`src/rtl/cajero_automatico_param.sv`:
```
// rtl/cajero_automatico_param.sv - parametrised ATM transaction controller (PIN entry, lock-out, deposit/withdrawal)
module cajero_automatico_param #(
  parameter int                   N_DIGITOS    = 4,
  parameter int                   MAX_INTENTOS = 3,
  parameter int                   MONTO_W      = 32,
  parameter int                   BALANCE_W    = 64,
  parameter logic [BALANCE_W-1:0] BALANCE_INIT = BALANCE_W'(1000),
  parameter logic [MONTO_W-1:0]   COMISION_VAL = MONTO_W'(5)
) (
  input  logic                   clk,
  input  logic                   reset,
  input  logic                   TARJETA_RECIBIDA,
  input  logic                   TIPO_DE_TARJETA,
  input  logic [4*N_DIGITOS-1:0] PIN,
  input  logic [3:0]             DIGITO,
  input  logic                   DIGITO_STB,
  input  logic                   TIPO_TRANS,
  input  logic [MONTO_W-1:0]     MONTO,
  input  logic                   MONTO_STB,
  output logic                   PIN_INCORRECTO,
  output logic                   ADVERTENCIA,
  output logic                   BLOQUEO,
  output logic                   BALANCE_ACTUALIZADO,
  output logic                   ENTREGAR_DINERO,
  output logic                   FONDOS_INSUFICIENTES,
  output logic                   COMISION,
  output logic [BALANCE_W-1:0]   BALANCE
);

  localparam int PIN_W = 4 * N_DIGITOS;
  localparam int DW    = $clog2(N_DIGITOS + 1);
  localparam int IW    = $clog2(MAX_INTENTOS + 1);
  localparam int SW    = BALANCE_W + 1;

  typedef enum logic [2:0] {
    S_IDLE,
    S_PIN,
    S_CHECK,
    S_TRANS,
    S_DEPOSITO,
    S_RETIRO,
    S_FIN,
    S_BLOQUEADO
  } estado_t;

  estado_t            estado;
  logic [PIN_W-1:0]   entrada;
  logic [DW-1:0]      n_dig;
  logic [IW-1:0]      intentos;
  logic               extranjera;
  logic [MONTO_W-1:0] monto_q;
  logic               digito_stb_q;
  logic               monto_stb_q;

  logic               digito_edge;
  logic               monto_edge;
  logic [IW-1:0]      intentos_inc;
  logic [PIN_W-1:0]   digito_ext;
  logic [SW-1:0]      saldo_ext;
  logic [SW-1:0]      suma;
  logic [SW-1:0]      total;

  // A strobe counts once per rising edge, however long it is held.
  assign digito_edge  = DIGITO_STB & ~digito_stb_q;
  assign monto_edge   = MONTO_STB & ~monto_stb_q;
  assign intentos_inc = intentos + 1'b1;
  assign digito_ext   = PIN_W'(DIGITO);

  // Arithmetic carries one extra bit so deposit overflow and withdrawal shortfall are both visible.
  assign saldo_ext = {1'b0, BALANCE};
  assign suma      = saldo_ext + SW'(monto_q);
  assign total     = SW'(monto_q) + (extranjera ? SW'(COMISION_VAL) : SW'(0));

  // Previous-value registers for strobe edge detection, updated in every state.
  always_ff @(posedge clk) begin
    if (!reset) begin
      digito_stb_q <= 1'b0;
      monto_stb_q  <= 1'b0;
    end else begin
      digito_stb_q <= DIGITO_STB;
      monto_stb_q  <= MONTO_STB;
    end
  end

  // Transaction state machine with registered pulse and level outputs.
  always_ff @(posedge clk) begin
    if (!reset) begin
      estado               <= S_IDLE;
      entrada              <= '0;
      n_dig                <= '0;
      intentos             <= '0;
      extranjera           <= 1'b0;
      monto_q              <= '0;
      PIN_INCORRECTO       <= 1'b0;
      ADVERTENCIA          <= 1'b0;
      BLOQUEO              <= 1'b0;
      BALANCE_ACTUALIZADO  <= 1'b0;
      ENTREGAR_DINERO      <= 1'b0;
      FONDOS_INSUFICIENTES <= 1'b0;
      COMISION             <= 1'b0;
      BALANCE              <= BALANCE_INIT;
    end else begin
      PIN_INCORRECTO       <= 1'b0;
      BALANCE_ACTUALIZADO  <= 1'b0;
      ENTREGAR_DINERO      <= 1'b0;
      FONDOS_INSUFICIENTES <= 1'b0;
      COMISION             <= 1'b0;

      case (estado)
        S_IDLE: begin
          n_dig <= '0;
          if (TARJETA_RECIBIDA) begin
            extranjera <= TIPO_DE_TARJETA;
            estado     <= S_PIN;
          end
        end

        S_PIN: begin
          // Removal wins over a simultaneous digit; attempt count and warning survive.
          if (!TARJETA_RECIBIDA) begin
            n_dig  <= '0;
            estado <= S_IDLE;
          end else if (digito_edge) begin
            entrada <= (entrada << 4) | digito_ext;
            n_dig   <= n_dig + 1'b1;
            if (n_dig == DW'(N_DIGITOS - 1)) begin
              estado <= S_CHECK;
            end
          end
        end

        S_CHECK: begin
          n_dig <= '0;
          if (entrada == PIN) begin
            intentos    <= '0;
            ADVERTENCIA <= 1'b0;
            estado      <= S_TRANS;
          end else begin
            intentos       <= intentos_inc;
            PIN_INCORRECTO <= 1'b1;
            if (intentos_inc >= IW'(MAX_INTENTOS)) begin
              BLOQUEO <= 1'b1;
              estado  <= S_BLOQUEADO;
            end else begin
              if (intentos_inc == IW'(MAX_INTENTOS - 1)) begin
                ADVERTENCIA <= 1'b1;
              end
              estado <= S_PIN;
            end
          end
        end

        S_TRANS: begin
          if (!TARJETA_RECIBIDA) begin
            estado <= S_IDLE;
          end else if (monto_edge) begin
            monto_q <= MONTO;
            estado  <= TIPO_TRANS ? S_RETIRO : S_DEPOSITO;
          end
        end

        S_DEPOSITO: begin
          BALANCE             <= suma[SW-1] ? {BALANCE_W{1'b1}} : suma[BALANCE_W-1:0];
          BALANCE_ACTUALIZADO <= 1'b1;
          estado              <= S_FIN;
        end

        S_RETIRO: begin
          if (total <= saldo_ext) begin
            BALANCE             <= BALANCE - total[BALANCE_W-1:0];
            ENTREGAR_DINERO     <= 1'b1;
            BALANCE_ACTUALIZADO <= 1'b1;
            COMISION            <= extranjera;
          end else begin
            FONDOS_INSUFICIENTES <= 1'b1;
          end
          estado <= S_FIN;
        end

        S_FIN: begin
          if (!TARJETA_RECIBIDA) begin
            estado <= S_IDLE;
          end
        end

        S_BLOQUEADO: begin
          estado <= S_BLOQUEADO;
        end

        default: begin
          estado <= S_IDLE;
        end
      endcase
    end
  end

endmodule
```
`config.mk`:
```
export PLATFORM = sky130hd
export DESIGN_NAME = cajero_automatico_param
export DESIGN_NICKNAME = d
export VERILOG_FILES = /design/src/rtl/cajero_automatico_param.sv
export SDC_FILE = /design/constraint.sdc
export NUM_CORES = 1
export LEC_CHECK = 0
export ABC_AREA = 1
export CORE_ASPECT_RATIO = 1.75
export CORE_MARGIN = 10
export CORE_UTILIZATION = 58
export CTS_CLUSTER_DIAMETER = 40
export CTS_CLUSTER_SIZE = 10
export DETAILED_ROUTE_END_ITERATION = 8
export PLACE_DENSITY = 0.8
export RECOVER_POWER = 25
export SYNTH_ARGS = -nofsm -noshare
export SYNTH_HDL_FRONTEND = slang
export SYNTH_SLANG_ARGS = --single-unit
```
`constraint.sdc`:
```
create_clock -name clk -period 8.6 [get_ports clk]
set_input_delay 0.86 -clock clk [delete_from_list [all_inputs] [get_ports clk]]
set_output_delay 0.86 -clock clk [all_outputs]
set_load 0.05 [all_outputs]
```
After elaboration in Yosys (flattened, before gate mapping)

Cells that the tools add are included.

Output and inout bits: 71
Bits of input ports: 59
Register bits after elaboration: 130
Logic and storage cells: 89

Magnitude comparators: 2
Muxes and demuxes: 26
Add/subtract/negate cells: 5
Equal/unequal tests: 17
Bitwise operators: 6
Reductions and logical operators: 17

Operators with widths:

| kind                                                             | count |
|---|---|
| 64-bit two-way mux                                               | 2 |
| 64-bit case mux with 2 select lines                              | 1 |
| 64-bit by 32-bit adder with 65-bit output                        | 1 |
| 33-bit by 64-bit less-or-equal comparator with 1-bit output      | 1 |
| 64-bit by 33-bit subtractor with 64-bit output                   | 1 |
| 3-bit two-way mux                                                | 12 |
| 32-bit by 3-bit adder with 33-bit output                         | 1 |
| 3-bit case mux with 7 select lines                               | 1 |
| 16-bit == test                                                   | 1 |
| 16-bit by 4-bit bitwise OR with 16-bit output                    | 1 |
| 3-bit AND reduction                                              | 5 |
| 3-bit == test (second input constant)                            | 4 |
| 2-bit AND reduction                                              | 5 |
| 3-bit by 2-bit == test with 1-bit output (second input constant) | 3 |
| 3-bit != test (second input constant)                            | 3 |
| 2-bit != test (second input constant)                            | 4 |
| 1-bit two-way mux                                                | 7 |
| 3-bit case mux with 2 select lines                               | 1 |
| 2-bit nonzero test                                               | 3 |
| 5-bit AND reduction                                              | 1 |
| 2-bit OR reduction                                               | 2 |
| 3-bit by 1-bit adder with 3-bit output (second input constant)   | 1 |
| 3-bit by 1-bit == test with 1-bit output (second input constant) | 1 |
| 3-bit zero test                                                  | 1 |
| other kinds (7)                                                  | 10 |

Longest topological paths before layout

Gate-level depths: netlist of run 1.

Depth after elaboration: 5
Gate-level depth with buffers: 29
Depth with buffers taken out: 29

Least setup slack after synthesis of run 1

OpenSTA, ideal clock, no wires.

Kind: register to register
Start point: register extranjera
End point: register BALANCE[45]
Setup slack: 4.866 ns
Clock period less this slack: 3.734 ns
Data required time: 8.485 ns
Buffers on the path: 1
Stages on the path, launching flop included: 28
Arrival: 3.619 ns
Library setup time: 0.115 ns
Cells stage by stage: dfxtp_1 ha_1 ha_1 nand2_1 a21oi_1 nand2_1 nor2_2 nand2_1 nor3_2 nand3_1 nor2_1 nand3_1 xor2_1 ha_1 nand2_1 nor2_1 nand2_1 nor2_1 nand3_1 nor2_1 a21oi_2 nand2_2 nand2_4 nand2_8 buf_6 nand2_1 nor2_1 nor2_1

Longest elaborated chain between the ends: 5
Elaborated cells between the ends (all ways): 8
Classes of those cells: add/sub: 2; order compare: 1; eq/ne: 1; mux: 3; reduce/logical: 1

Ends and longest elaborated chain:

| element                                                                                                                       | RTL line | source |
|---|---|---|
| from (decl)                                                                                                                   | 50       | `logic extranjera;` |
| from (signal assigned)                                                                                                        | 92       | `extranjera <= 1'b0;` |
| from (signal assigned)                                                                                                        | 113      | `extranjera <= TIPO_DE_TARJETA;` |
| 3-bit two-way mux *                                                                                                           | 72       | `assign total = SW'(monto_q) + (extranjera ? SW'(COMISION_VAL) : SW'(0));` |
| 32-bit by 3-bit adder with 33-bit output *                                                                                    | 72       |  |
| 64-bit by 33-bit subtractor with 64-bit output or 33-bit by 64-bit less-or-equal comparator with 1-bit output (tied branches) | 170, 169 |  |
| 64-bit two-way mux or 2-bit != test (tied branches)                                                                           | --       |  |
| 64-bit case mux with 2 select lines or 2-bit AND reduction (tied branches)                                                    | --       |  |
| to (signal assigned)                                                                                                          | 163      | `BALANCE <= suma[SW-1] ? {BALANCE_W{1'b1}} : suma[BALANCE_W-1:0];` |
| to (signal assigned)                                                                                                          | 170      | `BALANCE <= BALANCE - total[BALANCE_W-1:0];` |
| to (decl)                                                                                                                     | 27       | `output logic [BALANCE_W-1:0] BALANCE` |

Every way passes the cells marked *; elsewhere a longest branch is shown, timed or not. The select of a mux whose other input is x is not followed.
A chain may end at the register's enable or synchronous reset.

Final worst setup path of run 1

Start point: register extranjera
End point: register BALANCE[32]

Same word-level chain as after synthesis.

==> results.md, run 1 <==
- The number of optimization iterations in the first detailed-route pass is 7.
- The most common library cell in the layout ignoring fill and taps is sky130_fd_sc_hd__nand2_1.
- The TritonCTS sink count is 130.
- The path category of the worst min-delay check is flop to flop.
- The pin count of the biggest net entering global routing is 73.
- The class of the most critical setup path is flop to flop.
- The count of endpoints failing hold in the final timing report came to 0.
- The count of boundary I/O pins is 130.
- For this configuration, the core starts out at a cell density of 58.9%.
- The post-synthesis instance area is 0.0146 mm^2.
- The count of unique library cells instantiated by Yosys is 44.
- The clock tree buffer depth is 2.
- Once layout is complete, the utilization of the core stands at 66.8%.
- The leakage component of the power is 0.00876 uW.
- The sort of element at the end of the critical path is a flop.
- For this run, the leading register cell type out of synthesis is sky130_fd_sc_hd__dfxtp_1.
- The number of vias in the routed layout is 18400.
- The die footprint is 0.0321 mm^2.
- The slew at the pin closest to its max-slew limit is 1.96 ns.
- The final worst-path cycle share is 56.5%.
- Buffers inserted during clock tree synthesis total 17.
- Setup violations remaining at the end of the flow were counted as 0.
- The origin of the worst setup path is extranjera.
- The startpoint identified for the worst register-to-register timing path is extranjera.
- 0 antenna diodes ended up in the layout.
- The net count reported at finish is 2912.
- The number of synthesized register bits is 130.
- Counting flops with an async set or reset pin after synthesis yields a share of 0%.
- The startpoint of the worst hold path is n_dig[1].
- The floorplan step defined a core boundary enclosing 0.0247 mm^2.
- After detailed placement, the design holds a cell count of 3072.
- The number of pins with negative max-slew slack in the final report is 40.
- The number of buffers inserted by hold repair at cts is 0.
- The worst-case IR drop observed on VDD is 0.197 mV.
- Once layout is complete, the cells apart from fillers number 3104.
- The cell count after synthesis came out at 2691.
- The number of core rows is 76.
- TritonCTS built the clock tree.
- The count of cells resized by post-cts repair is 0.
- The average routed wire per standard cell is 21.4 um.
- The Yosys step of the flow raised 0 warnings.
- The maximum net fanout on the critical path is 43.
- The via-per-instance ratio is 5.92.
- For this run, design rule violations remaining after detail routing come to 0.
- The amount of wire on met3 after detailed routing is 6360 um.
- The average instance in the mapped netlist occupies 5.41 um^2.
- The highest signal layer in the routed design is met4.
- Global routing used 39.9% of the available tracks.
- The fraction of final layout cells with drive strength greater than 1 is 3.04%.
- The detailed router put a total of 20900 um of wire on met1.
- For this design the ratio of total power to cell area is 109 mW/mm^2.
- The last weighted congestion value of the routability-driven placer is 1.14.
- The run finished, with violations left.
- The first global-routing pass estimated 99100 um of wire.
- The overall routed net length is 66400 um.
- The H-tree level count is 4.
- The die is 230 um tall.
- The number of setup buffers added after CTS is 0.
- The minimum clock period is 4.86 ns.
- The total grt overflow is 0.
- Of the synthesized area, sequential elements account for 17.9%.
- STA classifies the critical path startpoint as a flop.
- The length of routed met2 wiring is 31400 um.
- The worst slew margin relative to its limit is -30.8%.
- The wire-length estimate of the detail-placed layout is 51200 um.
- The area of placed instances is 0.0159 mm^2.
- The area growth from synthesis to layout is 13.5%.
- In this run, the number of DRC markers left after iteration 0 of detailed routing was 1992.
- Setup repair after global routing left no endpoint under its margin.
- In this run the remaining antenna-violating nets after routing total 0.
- The net count after synthesis is 2824.
- The endpoint arrival time on the critical path is 5.22 ns.
- With fillers left out, the area of the finished cells amounts to 0.0165 mm^2.
- The die width is 140 um.
- The number of violations of the max-capacitance limit is 1.
- The number of global-route vias before repair is 17600.
- The checks that failed: capacitance limit, slew limit.
- The critical path required time is 8.97 ns.
- The initial antenna violation count is 0.
- The buffer cell driving the clock tree root is sky130_fd_sc_hd__clkbuf_16.
- Counting flops with a built-in enable in the synthesized netlist gives 0.
- The accumulated negative setup slack is 0 ns.
- Buffers placed on the I/O ports in this run total 129.
- The clock arrives with 0.0132 ns of skew.
- The clock insertion delay at the later pin of the skew report is 0.47 ns.
- The library cells used most frequently in the layout, excluding fill and tap cells, are sky130_fd_sc_hd__nand2_1 (820), sky130_fd_sc_hd__inv_1 (437), sky130_fd_sc_hd__nor2_1 (399).
- Clock-pin slew was measured on the worst setup and hold paths at 0.07 ns.
- For this run, the top clock speed supported by timing is 206 MHz.
## power breakdown
part	total (uW)	internal [uW]	switching [uW]
logic	396	124	272
clock network	776	444	333
registers	627	612	15.4
## stage by stage
stage          worst slack (ns)  total power, uW  hold slack (ns)
6_report                   3.74             1800            0.470
5_1_grt                    3.31             1860            0.501
4_1_cts                    3.89             1780            0.474
3_5_place_dp               3.90             1010            0.466
3_3_place_gp               4.13             1010            0.440
2_1_floorplan              4.87              883            0.440
## area by class of cell
cell class                 instances  area, um^2
clock inverter                    14         166
fill                            2436        8210
timing repair buffer             140        1370
tap                              312         390
clock buffer                      18         439
sequential                       130        2600
multi-input combinational       2046        9880
inverter                         444        1670
## sequential cells by signal (all words and copies together) (netlist names)
| register | count |
|---|---|
| intentos | 2 |
| extranjera | 1 |
| monto_stb_q | 1 |
| PIN_INCORRECTO | 1 |
| entrada | 16 |
| digito_stb_q | 1 |
| BLOQUEO | 1 |
| ENTREGAR_DINERO | 1 |
| FONDOS_INSUFICIENTES | 1 |
| ADVERTENCIA | 1 |
| BALANCE | 64 |
| n_dig | 3 |
| monto_q | 32 |
| estado | 3 |
| COMISION | 1 |
| BALANCE_ACTUALIZADO | 1 |
## metal layers
metal  GRT usage (%)  vias to the layer above
met5               0                        -
met4            39.0                        0
met3            10.3                      452
li1                -                     8616
met2            66.8                     1242
met1            38.5                     8081
## final timing paths
check	to	depth (start not counted)	slack [ns]
max	BALANCE[32]	25	3.74
min reg2reg	n_dig[1]	2	0.47
min	n_dig[1]	2	0.47
max reg2reg	BALANCE[32]	25	3.74
## kinds of logic (layout without fill, tap and decap cells)
logic type	Yosys count	in the layout	share of synthesized area [%]
DFF	130	130	17.9
muxes	3	3	0.206
xor gates and xnor gates	82	82	4.93
buffers and inverters	515	616	14.3
and+or+nand+nor	1570	1570	44.9
adders and majority gates	74	74	6.46
AOI/OAI and AO/OA	317	317	11.3
## cell usage after synthesis (34+ instances only)
cell type	number	area share, %
sky130_fd_sc_hd__nand2_1	820	21
sky130_fd_sc_hd__inv_1	438	11
sky130_fd_sc_hd__nor2_1	399	10
sky130_fd_sc_hd__nand3_1	216	7.4
sky130_fd_sc_hd__a21oi_1	161	5.5
sky130_fd_sc_hd__dfxtp_1	130	18
sky130_fd_sc_hd__o21ai_0	92	3.2
sky130_fd_sc_hd__ha_1	72	6.2
sky130_fd_sc_hd__xor2_1	50	3.0
sky130_fd_sc_hd__nor3_1	44	1.5
sky130_fd_sc_hd__o21ai_1	39	1.3
sky130_fd_sc_hd__clkbuf_1	35	0.90
sky130_fd_sc_hd__nand4_1	34	1.5
## critical path, stage by stage, from the launching register on
cell and delay, ns:
sky130_fd_sc_hd__dfxtp_1 0.39, sky130_fd_sc_hd__ha_1 0.19, sky130_fd_sc_hd__ha_1 0.19, sky130_fd_sc_hd__nand2_1 0.06
sky130_fd_sc_hd__a21oi_1 0.19, sky130_fd_sc_hd__nand2_1 0.09, sky130_fd_sc_hd__nor2_2 0.17, sky130_fd_sc_hd__nand2_1 0.15
sky130_fd_sc_hd__nor3_2 0.28, sky130_fd_sc_hd__nand3_1 0.20, sky130_fd_sc_hd__nor2_1 0.21, sky130_fd_sc_hd__nand4_1 0.13
sky130_fd_sc_hd__xor2_1 0.18, sky130_fd_sc_hd__ha_1 0.35, sky130_fd_sc_hd__nand2_1 0.12, sky130_fd_sc_hd__nor2_1 0.07
sky130_fd_sc_hd__inv_1 0.05, sky130_fd_sc_hd__o21ai_0 0.11, sky130_fd_sc_hd__a21oi_1 0.14, sky130_fd_sc_hd__nand2_1 0.11
sky130_fd_sc_hd__nand2_2 0.11, sky130_fd_sc_hd__nand3_2 0.07, sky130_fd_sc_hd__nand2_2 0.30, sky130_fd_sc_hd__buf_4 0.57
sky130_fd_sc_hd__a21oi_1 0.12, sky130_fd_sc_hd__and2_1 0.18
Note: power is estimated with default switching activity, not from simulation.
==> run 2: changes to the inputs <==
clock period = 4.7 ns   (was 8.6 ns; I/O delays follow)
==> results.md, run 2 (synthesis gave the netlist of run 1 again) <==
- The remaining routing DRC violations is 2.
- The worst-case setup margin in the final layout is 0.204 ns.
- Dividing total power by cell area gives a power density of 191 mW/mm^2.
- The overall routed net length is 69600 um.
- In the final design database the tool counted 2947 nets.
- The count of endpoints failing hold in the final timing report is 0.
- Derived from the worst setup path, the maximum achievable clock frequency is 222 MHz.
- In the layout the commonest cells are sky130_fd_sc_hd__nand2_1 (817), sky130_fd_sc_hd__inv_1 (437), sky130_fd_sc_hd__nor2_1 (393).
- The path category of the worst min-delay check is flop to flop.
- The first global-routing pass estimated 101000 um of wire.
- The post-route netlist has 4.81% of its cells at a drive strength greater than 1.
- In the final layout, flip-flops and latches occupy 0.00260 mm^2.
- Once detail routing completed, the nets flagged for antenna violations numbered 0.
- In this run the tightest slew margin relative to its limit is 18.7%.
- The average routed wire per standard cell is 22.2 um.
- The fill cell total of the finished layout is 2296.
- The initial antenna violation count came to 0.
- After floorplanning, the core was divided into 76 placement rows.
- Data on the critical path arrives at its endpoint at 4.85 ns.
- The minimum clock period is 4.50 ns.
- The tool flagged a number of max-cap violations equal to 0.
- Measured along the x axis, the die boundary spans 140 um.
- The worst supply voltage drop on vdd is 0.305 mV.
- The core area is 0.0247 mm^2.
- The number of buffers inserted by port buffering is 129.
- The effective utilization at floorplan is 58.9%.
- Once layout is complete, the utilization of the core stands at 68.2%.
- The library cell used most frequently in the layout, excluding fill and tap cells, is sky130_fd_sc_hd__nand2_1.
- The layout overhead on the synthesized area is 15.9%.
- Using the TritonRoute via totals, the vias-per-cell ratio works out to 6.04.
- The total global routing track utilization is 40.8%.
- CTS built an H-tree with a depth of 4.
- The later pin in the worst-skew pair is clocked with a latency of 0.46 ns.
- The wire-length estimate of the detail-placed layout is 52500 um.
- The critical path required time is 5.06 ns.
- The maximum single-stage delay on the critical path is 0.38 ns.
- The sort of element at the end of the critical path is a flop.
- The final worst-path cycle share is 95.7%.
- The register with the most flip-flops in the layout has 64 of them.
- The clock drives 130 sinks.
- For this run, the detailed router's first-pass iteration total came to 9.
- The number of pins with negative max-slew slack in the final report is 0.
- The count of endpoints failing setup in the final report is 0.
- Counting stages on the worst path, the most repeated cell is sky130_fd_sc_hd__nand2_1.
- More flip-flops sit in one register than any other, and that register is BALANCE.
- Entering global routing, the biggest net connects 68 pins.
- Of all nets on the critical path, the largest fanout is 8.
- The area occupied by multi-input gates is 0.00999 mm^2.
- The clock arrives with 0.0149 ns of skew.
- For this design the static power due to leakage is 0.00899 uW.
- Clock-pin slew was measured on the worst setup and hold paths at 0.07 ns.
- The detailed router's first-iteration violation count is 2242.
- TritonCTS built the clock tree.
- The largest registers in the layout are BALANCE x64, monto_q x32, entrada x16.
- The count of boundary I/O pins is 130.
- The nature of the critical path startpoint is a flop.
- At the pin with the least slew margin, the transition time is 1.22 ns.
- For this block, the via count after detailed routing is 19000.
- The class of the most critical setup path is flop to flop.
- The number of global-route vias before repair is 17900.
- In this run the vertical extent of the chip is 230 um.
- After layout, the design draws a total of 3220 uW.
- On the critical path, the stage with the largest delay is an instance of sky130_fd_sc_hd__dfxtp_1.
- No sink is reached through more buffers than the 2 on the longest clock path.
- The checks that failed: DRC.
- The total grt overflow is 0.
- The buffer cell driving the clock tree root is sky130_fd_sc_hd__clkbuf_16.
- In this run, post-CTS hold repair placed 0 buffers.
- The flow ran to the end, but the final reports show violations.
- The number of clock buffers added by TritonCTS is 17.
- The repair_antennas step left the layout with diodes totalling 0.
- The congestion estimate from routability-driven global placement came to 1.14.
- The die footprint is 0.0321 mm^2.
- The post-placement setup slack is 0.0808 ns.
run 2: cell types whose count changed in the layout (fill, tap and decap cells not counted), sizes merged:
cell | before | now
nand2 | 831 | 833
clkdlybuf4s50 | 108 | 104
clkinv | 6 | 8
dlygate4sd3 | 20 | 24
buf | 11 | 43
bufinv | 2 | 0
clkbuf | 19 | 22
clkinvlp | 1 | 2
inv | 449 | 446
run 2: cell type report:
class | count | area share [%]
timing repair buffer | 173 | 9.85
tap | 312 | 2.32
sequential | 130 | 15.4
multi-input combinational | 2048 | 59.2
clock buffer | 20 | 2.71
clock inverter | 12 | 0.579
inverter | 444 | 9.88
run 2: power breakdown:
part           leakage, uW  internal (uW)  total [uW]  switching [uW]
logic              0.00767            232         741             509
clock network     0.000270            712        1330             620
registers          0.00105           1120        1140            25.1
total              0.00899           2060        3220            1150
run 2: worst max-delay path: cells and delay by family, from the launching register on:
| kind | cells | cell delay, ns |
|---|---|---|
| compound gates | 2 | 0.25 |
| xor+xnor | 1 | 0.18 |
| fa+ha+maj | 3 | 0.77 |
| buf+inv | 3 | 0.32 |
| flops | 1 | 0.38 |
| simple gates | 19 | 2.50 |
run 2: per-layer routing:
layer	GRT usage [%]	vias to the layer above	part of all wire (%)	wire, um
met1	39.6	8290	31	21300
met4	39.6	0	12	8540
met3	10.1	537	11	7430
li1	-	8671	-	-
met5	0	-	0	0
met2	68.6	1454	46	32300
run 2: stage by stage:
stage | hold WS, ns | setup TNS, ns | instances | area [um^2]
2_1_floorplan | 0.440 | 0 | 2691 | 14600
3_3_place_gp | 0.442 | 0 | 3099 | 16200
3_5_place_dp | 0.453 | 0 | 3099 | 16200
4_1_cts | 0.462 | 0 | 3131 | 16700
5_1_grt | 0.505 | -0.447 | 3139 | 16900
6_report | 0.459 | 0 | 3139 | 16900
run 2: repair_timing:
item	CTS	global route
endpoints found under the setup margin	0	65
gates resized for setup	0	25
buffers inserted	0	6
run 2: worst paths after layout:
path / start / to / slack, ns / depth (start not counted)
worst max-delay path: extranjera / BALANCE[50] / 0.20 / 28
worst min-delay path: BLOQUEO / BLOQUEO / 0.46 / 2
worst max register to register: extranjera / BALANCE[50] / 0.20 / 28
worst min register to register: BLOQUEO / BLOQUEO / 0.46 / 2
